$ cat src/rtl/load_store_unit.sv
// Load/store memory stage: one word-aligned bus transaction per request, with byte lanes, load extension and exceptions.
// Optional watchdog on REQ/WAIT_R enabled by defining LSU_TIMEOUT_EN (limit set by TIMEOUT_CYC).
module load_store_unit #(
  parameter int ADDR_W = 32
`ifdef LSU_TIMEOUT_EN
  ,
  parameter int TIMEOUT_CYC = 255
`endif
) (
  input  logic              clk,
  input  logic              rst,
  input  logic              req_valid,
  output logic              req_ready,
  input  logic [3:0]        mem_w,
  input  logic [ADDR_W-1:0] addr,
  input  logic [31:0]       wdata,
  input  logic [4:0]        rd_addr,
  output logic              bus_valid,
  input  logic              bus_ready,
  output logic              bus_we,
  output logic [3:0]        bus_be,
  output logic [ADDR_W-1:0] bus_addr,
  output logic [31:0]       bus_wdata,
  input  logic              bus_rvalid,
  input  logic [31:0]       bus_rdata,
  output logic              rsp_valid,
  output logic              rsp_is_load,
  output logic [4:0]        rsp_rd,
  output logic [31:0]       rsp_data,
  output logic              rsp_exc,
  output logic              busy
);

  typedef enum logic [2:0] {IDLE, REQ, WAIT_R, RESP, EXC} state_t;

  state_t            state_q, state_d;
  logic [1:0]        offset_q, offset_d;
  logic [2:0]        funct3_q, funct3_d;
  logic              is_load_q, is_load_d;
  logic [4:0]        rd_q, rd_d;
  logic              req_ready_q, req_ready_d;
  logic              busy_q, busy_d;
  logic              bus_valid_q, bus_valid_d;
  logic              bus_we_q, bus_we_d;
  logic [3:0]        bus_be_q, bus_be_d;
  logic [ADDR_W-1:0] bus_addr_q, bus_addr_d;
  logic [31:0]       bus_wdata_q, bus_wdata_d;
  logic              rsp_valid_q, rsp_valid_d;
  logic              rsp_is_load_q, rsp_is_load_d;
  logic [4:0]        rsp_rd_q, rsp_rd_d;
  logic [31:0]       rsp_data_q, rsp_data_d;
  logic              rsp_exc_q, rsp_exc_d;

  logic [2:0]  f3_in;
  logic        we_in;
  logic        illegal_in;
  logic        misaligned_in;
  logic [3:0]  be_in;
  logic [31:0] wdata_rep;
  logic [31:0] shifted;
  logic [31:0] load_ext;
  logic        timeout;

  always_comb begin
    f3_in = mem_w[3:1];
    we_in = mem_w[0];
    if (we_in) illegal_in = (f3_in > 3'd2);
    else       illegal_in = !(f3_in inside {3'd0, 3'd1, 3'd2, 3'd4, 3'd5});
    misaligned_in = ((f3_in[1:0] == 2'b01) && addr[0]) ||
                    ((f3_in[1:0] == 2'b10) && (addr[1:0] != 2'b00));
    case (f3_in[1:0])
      2'b00:   begin be_in = 4'b0001 << addr[1:0]; wdata_rep = {4{wdata[7:0]}};  end
      2'b01:   begin be_in = 4'b0011 << addr[1:0]; wdata_rep = {2{wdata[15:0]}}; end
      default: begin be_in = 4'b1111;              wdata_rep = wdata;            end
    endcase
  end

  // Load data is realigned from the captured byte offset, then extended by funct3.
  always_comb begin
    shifted = bus_rdata >> {offset_q, 3'b000};
    case (funct3_q)
      3'd0:    load_ext = {{24{shifted[7]}}, shifted[7:0]};
      3'd1:    load_ext = {{16{shifted[15]}}, shifted[15:0]};
      3'd4:    load_ext = {24'b0, shifted[7:0]};
      3'd5:    load_ext = {16'b0, shifted[15:0]};
      default: load_ext = shifted;
    endcase
  end

`ifdef LSU_TIMEOUT_EN
  localparam int CNT_W = $clog2(TIMEOUT_CYC + 1);

  logic [CNT_W-1:0] cnt_q, cnt_d;

  assign timeout = ((state_q == REQ) || (state_q == WAIT_R)) &&
                   (cnt_q == CNT_W'(TIMEOUT_CYC - 1));

  always_comb begin
    cnt_d = cnt_q + 1'b1;
    if (state_d != state_q) cnt_d = '0;
  end

  always_ff @(posedge clk) begin
    if (rst) cnt_q <= '0;
    else     cnt_q <= cnt_d;
  end
`else
  assign timeout = 1'b0;
`endif

  always_comb begin
    state_d       = state_q;
    offset_d      = offset_q;
    funct3_d      = funct3_q;
    is_load_d     = is_load_q;
    rd_d          = rd_q;
    req_ready_d   = req_ready_q;
    busy_d        = busy_q;
    bus_valid_d   = bus_valid_q;
    bus_we_d      = bus_we_q;
    bus_be_d      = bus_be_q;
    bus_addr_d    = bus_addr_q;
    bus_wdata_d   = bus_wdata_q;
    rsp_valid_d   = 1'b0;
    rsp_is_load_d = 1'b0;
    rsp_rd_d      = '0;
    rsp_data_d    = '0;
    rsp_exc_d     = 1'b0;

    case (state_q)
      IDLE: begin
        if (req_valid) begin
          offset_d    = addr[1:0];
          funct3_d    = f3_in;
          is_load_d   = !we_in;
          rd_d        = rd_addr;
          req_ready_d = 1'b0;
          busy_d      = 1'b1;
          if (illegal_in || misaligned_in) begin
            state_d       = EXC;
            rsp_valid_d   = 1'b1;
            rsp_exc_d     = 1'b1;
            rsp_is_load_d = !we_in;
            rsp_rd_d      = rd_addr;
          end else begin
            state_d     = REQ;
            bus_valid_d = 1'b1;
            bus_we_d    = we_in;
            bus_be_d    = be_in;
            bus_addr_d  = {addr[ADDR_W-1:2], 2'b00};
            bus_wdata_d = we_in ? wdata_rep : 32'b0;
          end
        end
      end
      REQ: begin
        if (bus_ready || timeout) begin
          bus_valid_d = 1'b0;
          bus_we_d    = 1'b0;
          bus_be_d    = '0;
          bus_addr_d  = '0;
          bus_wdata_d = '0;
        end
        if (bus_ready) begin
          if (is_load_q) begin
            state_d = WAIT_R;
          end else begin
            state_d     = RESP;
            rsp_valid_d = 1'b1;
            rsp_rd_d    = rd_q;
          end
        end else if (timeout) begin
          state_d       = EXC;
          rsp_valid_d   = 1'b1;
          rsp_exc_d     = 1'b1;
          rsp_is_load_d = is_load_q;
          rsp_rd_d      = rd_q;
        end
      end
      WAIT_R: begin
        if (bus_rvalid) begin
          state_d       = RESP;
          rsp_valid_d   = 1'b1;
          rsp_is_load_d = 1'b1;
          rsp_rd_d      = rd_q;
          rsp_data_d    = load_ext;
        end else if (timeout) begin
          state_d       = EXC;
          rsp_valid_d   = 1'b1;
          rsp_exc_d     = 1'b1;
          rsp_is_load_d = 1'b1;
          rsp_rd_d      = rd_q;
        end
      end
      default: begin
        state_d     = IDLE;
        req_ready_d = 1'b1;
        busy_d      = 1'b0;
      end
    endcase
  end

  always_ff @(posedge clk) begin
    if (rst) begin
      state_q       <= IDLE;
      offset_q      <= '0;
      funct3_q      <= '0;
      is_load_q     <= 1'b0;
      rd_q          <= '0;
      req_ready_q   <= 1'b1;
      busy_q        <= 1'b0;
      bus_valid_q   <= 1'b0;
      bus_we_q      <= 1'b0;
      bus_be_q      <= '0;
      bus_addr_q    <= '0;
      bus_wdata_q   <= '0;
      rsp_valid_q   <= 1'b0;
      rsp_is_load_q <= 1'b0;
      rsp_rd_q      <= '0;
      rsp_data_q    <= '0;
      rsp_exc_q     <= 1'b0;
    end else begin
      state_q       <= state_d;
      offset_q      <= offset_d;
      funct3_q      <= funct3_d;
      is_load_q     <= is_load_d;
      rd_q          <= rd_d;
      req_ready_q   <= req_ready_d;
      busy_q        <= busy_d;
      bus_valid_q   <= bus_valid_d;
      bus_we_q      <= bus_we_d;
      bus_be_q      <= bus_be_d;
      bus_addr_q    <= bus_addr_d;
      bus_wdata_q   <= bus_wdata_d;
      rsp_valid_q   <= rsp_valid_d;
      rsp_is_load_q <= rsp_is_load_d;
      rsp_rd_q      <= rsp_rd_d;
      rsp_data_q    <= rsp_data_d;
      rsp_exc_q     <= rsp_exc_d;
    end
  end

  assign req_ready   = req_ready_q;
  assign busy        = busy_q;
  assign bus_valid   = bus_valid_q;
  assign bus_we      = bus_we_q;
  assign bus_be      = bus_be_q;
  assign bus_addr    = bus_addr_q;
  assign bus_wdata   = bus_wdata_q;
  assign rsp_valid   = rsp_valid_q;
  assign rsp_is_load = rsp_is_load_q;
  assign rsp_rd      = rsp_rd_q;
  assign rsp_data    = rsp_data_q;
  assign rsp_exc     = rsp_exc_q;

endmodule

$ cat config.mk
export PLATFORM = sky130hd
export DESIGN_NAME = load_store_unit
export DESIGN_NICKNAME = d
export VERILOG_FILES = /design/src/rtl/load_store_unit.sv
export SDC_FILE = /design/constraint.sdc
export NUM_CORES = 1
export LEC_CHECK = 0
export ABC_AREA = 0
export BUFFER_PORTS_ARGS = -buffer_cell sky130_fd_sc_hd__buf_2
export CAP_MARGIN = 10
export CELL_PAD_IN_SITES_DETAIL_PLACEMENT = 1
export CELL_PAD_IN_SITES_GLOBAL_PLACEMENT = 2
export CORE_MARGIN = 2
export CORE_UTILIZATION = 24
export CTS_CLUSTER_SIZE = 40
export DETAILED_ROUTE_END_ITERATION = 16
export GPL_ROUTABILITY_DRIVEN = 0
export GPL_TIMING_DRIVEN = 0
export PLACE_DENSITY = 0.8
export SLEW_MARGIN = 25
export SYNTH_ARGS = -nofsm -noshare
export SYNTH_HDL_FRONTEND = slang
export SYNTH_SLANG_ARGS = --single-unit
$ cat constraint.sdc
create_clock -name clk -period 2.1 [get_ports clk]
set_clock_uncertainty 0.15 [all_clocks]
set_input_delay 0.21 -clock clk [delete_from_list [all_inputs] [get_ports clk]]
set_output_delay 0.21 -clock clk [all_outputs]
set_load 0.05 [all_outputs]
### Word-level counts from Yosys, hierarchy flattened

Index checks and enable logic that the tools add are counted.

| cells by class | value |
|---|---|
| equality and inequality tests | 15 |
| mux-type cells | 48 |
| reductions and logical operators | 20 |
| bitwise operators | 4 |
| shift-type cells | 3 |
| $lt $le $gt $ge | 1 |

Operators by type and width:

| cell | count |
|---|---|
| $mux W32 | 6 |
| $pmux W32 S2 | 3 |
| $pmux W32 S4 | 1 |
| $shr A32 B5 Y32 | 1 |
| $mux W5 | 5 |
| $mux W1 | 16 |
| $pmux W4 S2 | 2 |
| $pmux W5 S3 | 1 |
| $eq A3 B3 Y1 const B | 4 |
| $mux W3 | 4 |
| $mux W4 | 3 |
| $pmux W1 S2 | 5 |
| $eq A3 B1 Y1 const B | 3 |
| $logic_not A3 Y1 | 3 |
| $pmux W3 S3 | 1 |
| $ne A2 B2 Y1 const B | 4 |
| $eq A3 B2 Y1 const B | 2 |
| $reduce_bool A5 Y1 | 1 |
| $not A1 Y1 | 4 |
| $reduce_and A2 Y1 | 2 |
| $reduce_and A4 Y1 | 1 |
| $reduce_bool A2 Y1 | 2 |
| $reduce_or A2 Y1 | 2 |
| $shl A1 B2 Y4 const A | 1 |
| 11 further kinds | 14 |

| storage, ports and cells | value |
|---|---|
| output and inout bits | 112 |
| register bits | 126 |
| word-level logic and storage cells | 108 |
| input bits | 110 |

### Logic depth before layout (Yosys ltp)

Gate-level depths: netlist of the first run.

| depth | value |
|---|---|
| word-level depth | 8 |
| gate-level depth with buffers | 8 |
| gate-level depth less buffers | 4 |

### Worst setup path after synthesis of the first run

Ideal clock, no wire load.

| timing | value |
|---|---|
| path kind | register to register |
| start point | register state_q[2] |
| end point | register bus_wdata_q[24], in the netlist bus_wdata[24] |
| data required time | 1.890 ns |
| setup slack | -0.021 ns |
| stages on the path, launching flop included | 9 |
| buffers on the path | 4 |
| period minus slack after synthesis | 2.121 ns |
| library setup time | 0.060 ns |
| arrival time | 1.910 ns |
| cell sequence | dfxtp_1 > clkbuf_1 > or4b_1 > clkbuf_1 > a211oi_4 > and2_1 > buf_4 > buf_6 > a22o_1 |

| on the way | value |
|---|---|
| word-level cells in the longest chain between the ends | 3 |
| elaborated cells on any way between the ends | 8 |
| classes of those cells | 4 x eq/ne; 1 x mux; 3 x reduce/logical |

Ends and longest elaborated chain:

| what | line | RTL |
|---|---|---|
| start: declaration | 36 | `state_t state_q, state_d;` |
| start signal: assignment | 222 | `state_q <= state_d;` |
| $eq A3 B1 Y1 / $logic_not A3 Y1 (equally long branches) | 130 | `case (state_q)` |
| $ne A2 B2 Y1 (no source line) / $reduce_bool A2 Y1 (equally long branches) | -- |  |
| $reduce_and A4 Y1 (no source line) | -- |  |
| end signal: assignment | 233 | `bus_wdata_q <= bus_wdata_d;` |
| end: declaration | 47 | `logic [31:0] bus_wdata_q, bus_wdata_d;` |

Several ways; a longest one is shown, not always the timed one.
A chain may end at the register's enable or synchronous reset.

### Worst setup path in the final report of the first run

| timing | value |
|---|---|
| start point | register state_q[0] |
| end point | register bus_wdata_q[23], in the netlist bus_wdata[23] |

Same word-level chain as after synthesis.

==> flow_metrics.py, run 1 <==
metrics = {
    "die": {
        "die_w_um": 145,
        "coreArea_um2": 19400,
        "start_util": 0.244,
        "ios": 222,
        "row_count": 51,
        "die_h_um": 145,
        "fp.dieArea_um2": 20900,
    },
    "min_path": {
        "whs_path_depth": 3,
        "min_path_type": "in -> reg",
        "whs_endpoint": "rsp_data[19]",
        "min_from": "bus_rdata[19]",
    },
    "yosys": {
        "synth-seq-area-share": 0.524,
        "yosys-top-cells-count": "dfxtp_1, a22o_1, nand2_1, mux2i_1, clkbuf_1",
        "synth_flop_cell": "dfxtp_1",
        "synth_top_area_frac": 0.524,
        "synth-edff-count": 0,
        "yosys.area.top_type": "dfxtp_1",
        "synth_seq_cells": 124,
        "synth.most_common_cell": "dfxtp_1",
        "yosys-top-cells-area": "dfxtp_1, a22o_1, mux2i_1",
        "avgSynthCellArea_um2": 10.1,
        "async_reset_ff_frac": 0,
        "ys_types": 42,
        "yosysWarnings": 0,
        "synthCells": 469,
        "syn_area_um2": 4740,
    },
    "route": {
        "ant_nets": 0,
        "drt-met1-wl_mm": 8.17,
        "wire_per_inst_um": 17.4,
        "drc": 0,
        "routed.top_layer": "met4",
        "drtIter0Drc": 163,
        "first_pass_iters": 4,
        "vias": 4902,
        "wl_met3_mm": 1.24,
        "wirelength_mm": 19.0,
        "wl_met2_mm": 9.34,
        "vias_per_cell": 4.49,
    },
    "grt": {
        "grt_usage": 0.181,
        "grt_first_pass_wirelength_mm": 28.9,
        "grt_max_degree": 17,
        "grt.overflow.total": 0,
        "first_global_vias": 5355,
        "antenna_found_initial": 0,
    },
    "setup_path": {
        "start_kind": "register",
        "cp.arrival_ns": 2.19,
        "crit_required_ns": 2.29,
        "worstPathCellList": "buf_4 -> clkbuf_4 -> nand3b_1 -> nor2_2 -> a211oi_4 -> buf_12 -> buf_6 -> buf_4 -> o2bb2ai_1",
        "crit_slowest_cell": "dfxtp_2",
        "crit_path_max_incr_delay_ns": 0.33,
        "reg2reg_from": "state_q[0]",
        "criticalPathCategory": "reg -> reg",
        "crit_fanout": 10,
        "rrSetupSlack_ns": 0.1,
        "rr_worst_depth": 9,
        "worstSetupEndpointType": "register",
        "rr_endpoint": "bus_wdata[23]",
        "cp_common_cell": "buf_4",
    },
    "cells_and_area": {
        "final_util": 0.418,
        "final_nets": 924,
        "drive_above_1_share": 0.387,
        "area_growth_pct": 70.9,
        "fillers": 2263,
        "n_antenna_cell": 0,
    },
    "timing": {
        "slew_headroom": 0.355,
        "finalHoldViolations": 0,
        "fin_crit_sh": 0.954,
        "tightest_slew_ns": 0.964,
        "setup_violations": 0,
        "min_period_ns": 2.00,
        "timing.fmax_mhz": 499,
        "slew_viol_final": 0,
        "fin_hold_ws_ns": 0.0106,
    },
    "power_and_ir_drop": {
        "p_per_area_nw_per_um2": 820,
        "vdd_drop_max_mv": 0.513,
        "leakagePower_nw": 3.77,
    },
    "place": {
        "dp_hpwl_mm": 12.3,
        "io_buffers": 218,
    },
    "status": {
        "status": "finished, final reports clean",
    },
    "clock_network": {
        "cts_root_buf": "clkbuf_16",
        "clk_pin_slew_ns": 0.06,
        "cts_tree": "built",
        "clock_latency_ns": 0.41,
        "cts_htree_levels": 4,
        "cts_inserted_buffers": 17,
        "cts_max_path_buffers": 2,
        "clock_sinks": 124,
    },
    "run": {
        "cap_violations": 0,
    },
}
-- through the flow --
stage	setup slack, ns	TNS [ns]	instance area, um^2	instances	total power [mW]
2_1_floorplan	-0.0000173	-0.000156	4770	470	3.17
3_3_place_gp	-0.985	-53.91	6190	953	3.50
3_5_place_dp	-0.929	-51.31	6200	954	3.51
4_1_cts	-0.0928	-0.759	8010	1087	6.70
5_1_grt	-0.0257	-0.0679	8100	1092	6.92
6_report	0.0959	0	8100	1092	6.65
-- cell families (layout without fill, tap and decap cells) --
family	count (synthesis)	count (layout)	share of synthesized area
simple gates	105	105	0.105
buf+inv	43	400	0.0391
mux	43	43	0.0913
flops	124	124	0.524
other cells	1	2	0.000791
compound gates	153	153	0.240
-- routing by layer --
| metal | GRT usage | vias up |
|---|---|---|
| li1 | - | 2393 |
| met1 | 0.213 | 2314 |
| met2 | 0.321 | 178 |
| met3 | 0.0477 | 17 |
| met4 | 0.0572 | 0 |
| met5 | 0 | - |
-- cell usage in the layout (no fill, tap or decap), types with 8 or more instances in the layout --
cell / count
dfxtp_1: 120
nand2_1: 49
o2bb2ai_1: 18
mux2i_1: 41
o21ai_0: 25
nor2b_1: 8
clkbuf_16: 18
buf_4: 21
a22o_1: 53
buf_2: 219
clkbuf_2: 8
dlygate4sd3_1: 86
nor2_1: 16
a21oi_1: 25
a211oi_1: 15
clkbuf_1: 12
and2_1: 8
-- cell type report --
cell class	instances	area (um^2)	area share
inverters	2	7.51	0.000927
plain buffers	34	239	0.0295
clock inverters	13	143	0.0176
repair buffers	332	2270	0.280
clock buffers	19	453	0.0559
well taps	265	332	0.0409
multi-input cells	303	2170	0.268
flip-flops and latches	124	2490	0.308
-- where the power goes --
part / switching [mW] / total, mW / internal [mW]
registers: 0.0614 / 2.51 / 2.45
logic: 0.693 / 1.18 / 0.484
clock network: 1.15 / 2.96 / 1.81
total: 1.90 / 6.65 / 4.75
-- critical path: cells and delay by family (launching register included) --
family	cells	cell delay (ns)
compound gates	2	0.38
buf+inv	5	0.80
flops	1	0.33
simple gates	2	0.24
-- flip-flops by register name, indices dropped and copies added, names as in the netlist --
signal,flops
bus_addr,30
busy,1
funct3_q,3
rsp_is_load,1
rsp_rd,5
rd_q,5
rsp_valid,1
bus_wdata,32
req_ready,1
bus_valid,1
offset_q,2
rsp_exc,1
bus_be,4
bus_we,1
rsp_data,32
state_q,3
is_load_q,1
-- how the worst max path moves through the flow --
stage	from	endpoint	slack, ns	depth (start not counted)
floorplan	state_q[2]	bus_wdata[24]	-0.00002	8
global placement	mem_w[1]	bus_wdata[14]	-0.98	7
detailed placement	mem_w[1]	bus_wdata[23]	-0.93	7
CTS	state_q[2]	bus_wdata[6]	-0.09	9
global route	state_q[0]	bus_wdata[23]	-0.03	9
finish	state_q[0]	bus_wdata[23]	0.1	9
-- what timing repair did --
action / CTS / global route
endpoints found under the setup margin: 116 / 97
setup buffers: 18 / 7
hold endpoints to repair: 87 / 0
pin swaps: 3 / 4
cloned: 3 / 0
hold buffers: 86 / 0
resized for setup: 51 / 14
Power figures use the tool's default switching activity.
==> run 2, diff against run 1 <==
- HOLD_SLACK_MARGIN: not set -> 0.08
==> run 2 against run 1 <==
Critical path depth unchanged. Count of clock-buffer cells in the layout unchanged. Sequential cell count is the same. Sequential share of layout area down 0.49 points. Global-route usage rose by 0.43 points. Final cell count up 1.2%. Register-to-register slack lost 0.03 ns. Total power grew 0.29%. Combinational power hardly changed. Die area did not move. Design area is 1.6% higher. Via count increased by 2.3%. Critical path type unchanged. Critical endpoint unchanged. Largest cell class unchanged. Largest power group unchanged.
==> flow_metrics.py, run 2 (synthesis results as in run 1) <==
metrics = {
    "clock_network": {
        "cts_htree_levels": 4,
        "cts_root_buf": "clkbuf_16",
        "clk_pin_slew_ns": 0.06,
        "cts_inserted_buffers": 17,
        "cts_max_path_buffers": 2,
        "clock_sinks": 124,
        "cts_tree": "built",
        "clock_latency_ns": 0.41,
    },
    "route": {
        "first_pass_iters": 4,
        "vias": 5014,
        "drc": 0,
        "ant_nets": 0,
        "wirelength_mm": 19.3,
        "wire_per_inst_um": 17.5,
        "drtIter0Drc": 156,
        "vias_per_cell": 4.54,
    },
    "timing": {
        "finalHoldViolations": 0,
        "min_period_ns": 2.03,
        "timing.fmax_mhz": 492,
        "slew_viol_final": 0,
        "slew_headroom": 0.351,
        "setup_violations": 0,
        "fin_hold_ws_ns": 0.0847,
        "tightest_slew_ns": 0.970,
        "fin_crit_sh": 0.968,
        "timing.setup.tns_ns": 0,
    },
    "cells_and_area": {
        "drive_above_1_share": 0.381,
        "n_antenna_cell": 0,
        "final_nets": 937,
        "finalInstanceArea_um2": 8230,
        "layout_common_cells": "buf_2, dfxtp_1, dlygate4sd3_1",
        "area_growth_pct": 73.6,
        "final_common_cell": "buf_2",
    },
    "min_path": {
        "min_from": "rst",
        "min_path_type": "in -> reg",
    },
    "power_and_ir_drop": {
        "p_per_area_nw_per_um2": 810,
        "vdd_drop_max_mv": 0.509,
        "leakagePower_nw": 3.82,
        "power_mw": 6.67,
    },
    "setup_path": {
        "crit_path_max_incr_delay_ns": 0.33,
        "start_kind": "register",
        "criticalPathCategory": "reg -> reg",
        "crit_required_ns": 2.28,
        "cp_common_cell": "buf_4",
        "worstSetupEndpointType": "register",
        "cp.arrival_ns": 2.22,
        "reg2reg_from": "state_q[0]",
        "crit_slowest_cell": "dfxtp_2",
        "crit_fanout": 10,
        "critPathLaunch": "state_q[0]",
        "worstPathCellList": "buf_4 -> clkbuf_4 -> nand3b_1 -> nor2_2 -> a211oi_4 -> buf_12 -> buf_6 -> buf_4 -> o2bb2ai_1",
    },
    "die": {
        "start_util": 0.244,
        "die_w_um": 145,
        "die_h_um": 145,
        "coreArea_um2": 19400,
        "ios": 222,
        "row_count": 51,
        "fp.dieArea_um2": 20900,
    },
    "grt": {
        "grtUsageMet1": 0.215,
        "grt_max_degree": 17,
        "grt_first_pass_wirelength_mm": 29.5,
        "antenna_found_initial": 0,
        "grtUsageMet2": 0.334,
        "grt.overflow.total": 0,
        "first_global_vias": 5492,
        "grt_busiest_layer": "met2",
        "grt_usage": 0.186,
        "met3_usage": 0.0474,
    },
    "place": {
        "placed_area_um2": 6200,
        "io_buffers": 218,
        "dp_hpwl_mm": 12.3,
    },
    "status": {
        "status": "finished, final reports clean",
    },
    "run": {
        "cap_violations": 0,
    },
}
## run 2: cell types whose count changed in the layout (fill, tap and decap cells not counted), sizes merged
cell,delta
dlygate4sd3,+13
## run 2: metal layers
layer | wire length (um) | up-vias | share of wire
met5 | 0 | - | 0
met4 | 174 | 0 | 0.0090
met2 | 9710 | 182 | 0.50
met1 | 8240 | 2395 | 0.43
met3 | 1220 | 15 | 0.063
li1 | - | 2422 | -
## run 2: final cells by class
type	count	area [um^2]
fillers	2264	11200
flip-flops and latches	124	2490
repair buffers	345	2400
multi-input cells	303	2170
clock buffers	19	453
well taps	265	332
plain buffers	34	239
clock inverters	13	143
inverters	2	7.51
## run 2: metrics by stage
step	instances	setup WS, ns	util
global route	1105	-0.0366	0.424
global placement	953	-0.985	0.319
floorplan	470	-0.0000173	-
finish	1105	0.0664	0.424
detailed placement	954	-0.929	0.320
CTS	1100	-0.0922	0.420
## run 2: critical path, delay by kind of cell, from the launching register on
| kind | cells | cell delay (ns) |
|---|---|---|
| AND/OR/NAND/NOR | 2 | 0.25 |
| flip-flops | 1 | 0.33 |
| buffers and inverters | 5 | 0.83 |
| AO/OA/AOI/OAI | 2 | 0.38 |
## run 2: worst paths after layout
kind,end,slack (ns),depth (start not counted)
setup reg to reg,bus_wdata[23],0.07,9
hold / removal,rsp_data[0],0.08,3
setup / recovery,bus_wdata[23],0.07,9
hold reg to reg,rd_q[4],0.31,2
## run 2: power by group
part	internal, mW	switching, mW	leakage [nW]
Sequential	2.45	0.0611	1.01
Combinational	0.501	0.699	2.54
Clock	1.81	1.14	0.278
## run 2: what timing repair did
item | 4_1_cts | 5_1_grt
setup endpoints to repair | 116 | 97
pin swaps | 3 | 4
resized for setup | 51 | 14
hold buffers | 99 | 0
setup buffers | 18 | 7
endpoints found under the hold margin | 101 | 0
gates cloned | 3 | 0
==> run 3, diff against run 2 <==
- CORE_UTILIZATION: 24 -> 27
- PLACE_DENSITY: 0.8 -> 0.85
- clock period: 2.1 -> 1.89 ns (I/O delays scaled with it)
==> run 3 against run 2 <==
The flow now finishes with violations (negative setup slack). Total power grew 21%. Largest cell class unchanged. Count of clock-buffer cells in the layout grew 3. Highest routed layer unchanged. Register-to-register slack got worse by 0.17 ns. Final cell count is 3.0% lower. Hold slack gained 0.034 ns. Die area shrank 11%. Utilization increased by 7.3 points. Sequential power grew 11%. Critical path depth is 3 lower.
==> flow_metrics.py, run 3 (synthesis results as in run 1) <==
metrics = {
    "status": {
        "status": "complete, but fails checks",
        "violations": "negative setup slack",
    },
    "grt": {
        "grtUsageMet2": 0.404,
        "antenna_found_initial": 0,
        "grt_usage": 0.223,
        "grt_max_degree": 17,
        "met3_usage": 0.0733,
        "grtUsageMet1": 0.245,
        "grt.overflow.total": 0,
        "grt_busiest_layer": "met2",
        "grt_first_pass_wirelength_mm": 31.7,
        "first_global_vias": 5869,
    },
    "power_and_ir_drop": {
        "pwr-share-comb": 0.177,
        "netSwitchingPower_mw": 2.13,
        "p_clk_frac": 0.476,
        "vdd_drop_max_mv": 0.635,
        "swShare": 0.264,
        "p_seq_frac": 0.347,
        "p_per_area_nw_per_um2": 941,
        "intPower_mw": 5.93,
        "leakagePower_nw": 3.99,
    },
    "cells_and_area": {
        "final_common_cell": "buf_2",
        "n_antenna_cell": 0,
        "final_nets": 944,
        "multi_input_area_um2": 2350,
        "ff_latch_area_um2": 2490,
        "finalInstanceArea_um2": 8570,
        "area_growth_pct": 80.7,
        "fillers": 1912,
        "layout_common_cells": "buf_2, dfxtp_1, dlygate4sd3_1",
        "drive_above_1_share": 0.410,
    },
    "setup_path": {
        "worstSetupEndpointType": "register",
        "rr_worst_depth": 6,
        "rrSetupSlack_ns": -0.11,
        "criticalPathCategory": "reg -> reg",
        "reg2reg_from": "state_q[2]",
        "rr_endpoint": "bus_addr[11]",
        "start_kind": "register",
        "cp.arrival_ns": 2.20,
        "critPathLaunch": "state_q[2]",
        "crit_fanout": 5,
        "crit_required_ns": 2.09,
    },
    "die": {
        "fp.dieArea_um2": 18600,
        "row_count": 48,
        "ios": 222,
        "die_h_um": 137,
        "start_util": 0.275,
        "die_w_um": 137,
        "coreArea_um2": 17200,
    },
    "timing": {
        "rsz0062_at_grt": "yes",
        "slew_headroom": 0.371,
        "timing.fmax_mhz": 501,
        "fin_ws_ns": -0.106,
        "min_period_ns": 2.00,
        "tightest_slew_ns": 0.940,
        "finalHoldViolations": 0,
        "slew_viol_final": 0,
        "setup_violations": 62,
        "fin_crit_sh": 1.06,
    },
    "route": {
        "vias": 5227,
        "first_pass_iters": 4,
        "wirelength_mm": 21.4,
        "ant_nets": 0,
        "vias_per_cell": 4.88,
        "drc": 0,
        "wire_per_inst_um": 20.0,
        "drtIter0Drc": 144,
    },
    "clock_network": {
        "cts_htree_levels": 4,
        "cts_inserted_buffers": 17,
        "cts_max_path_buffers": 2,
        "clock_latency_ns": 0.41,
        "clk_pin_slew_ns": 0.05,
        "clock_sinks": 124,
        "cts_tree": "built",
        "cts_root_buf": "clkbuf_16",
    },
    "place": {
        "place_ws_ns": -1.01,
        "io_buffers": 218,
        "dp_hpwl_mm": 12.9,
        "placed_area_um2": 6160,
    },
    "min_path": {
        "min_path_type": "in -> reg",
        "whs_endpoint": "bus_be[1]",
        "min_from": "addr[0]",
        "whs_path_depth": 4,
    },
    "run": {
        "cap_violations": 0,
    },
}
[run 3: cell count changes in the layout (fill, tap and decap cells not counted), sizes merged]
cell / before / now
buf: 256 / 263
clkinvlp: 5 / 2
inv: 3 / 2
clkinv: 5 / 2
bufinv: 2 / 6
dlygate4sd3: 99 / 102
[run 3: timing repair]
| action | CTS | global route |
|---|---|---|
| buffers inserted | 18 | 14 |
| resized for setup | 54 | 61 |
| hold endpoints to repair | 106 | 6 |
| hold buffers | 101 | 1 |
| cloned | 5 | 1 |
| endpoints found under the setup margin | 118 | 94 |
| pin swaps | 23 | 48 |
[run 3: worst max path at each step]
stage                               end  slack (ns)  cells after the start
final                      bus_addr[11]       -0.11                      6
after global routing       bus_addr[11]       -0.15                      6
after CTS                 bus_wdata[19]       -0.19                      7
after detailed placement  bus_wdata[18]       -1.01                      7
after global placement    bus_wdata[17]       -1.01                      7
after floorplan           bus_wdata[24]       -0.21                      8
[run 3: layout make-up]
class	count	area share
repair buffers	355	0.291
well taps	225	0.0329
plain buffers	31	0.0285
multi-input cells	303	0.275
flip-flops and latches	124	0.291
clock buffers	22	0.0565
clock inverters	10	0.0244
inverters	2	0.000876
[run 3: power by group through the flow]
stage | Combinational, mW | Sequential (mW) | Clock, mW
floorplan | 0.425 | 3.10 | 0
global placement | 1.05 | 2.82 | 0
detailed placement | 1.08 | 2.83 | 0
CTS | 1.32 | 2.79 | 3.88
global route | 1.52 | 2.80 | 4.03
finish | 1.43 | 2.79 | 3.83
[run 3: metal layers]
layer	vias to the layer above	part of all wire
met5	-	0
met3	35	0.071
met4	0	0.019
met1	2547	0.39
li1	2434	-
met2	211	0.52
[run 3: metrics by stage]
step | hold slack (ns) | TNS [ns] | util | instances | total power, mW
floorplan | 0.135 | -9.02 | - | 470 | 3.53
global placement | 0.256 | -58.65 | 0.357 | 913 | 3.88
detailed placement | 0.261 | -59.89 | 0.358 | 913 | 3.91
CTS | -0.0355 | -11.23 | 0.480 | 1062 | 7.99
global route | 0.131 | -6.49 | 0.497 | 1072 | 8.35
finish | 0.118 | -3.35 | 0.497 | 1072 | 8.06
[run 3: critical path, stage by stage (launching register included)]
cell,delay (ns)
dfxtp_4,0.36
or4b_4,0.57
a211oi_4,0.28
buf_6,0.18
buf_12,0.12
clkbuf_16,0.13
a22o_1,0.14
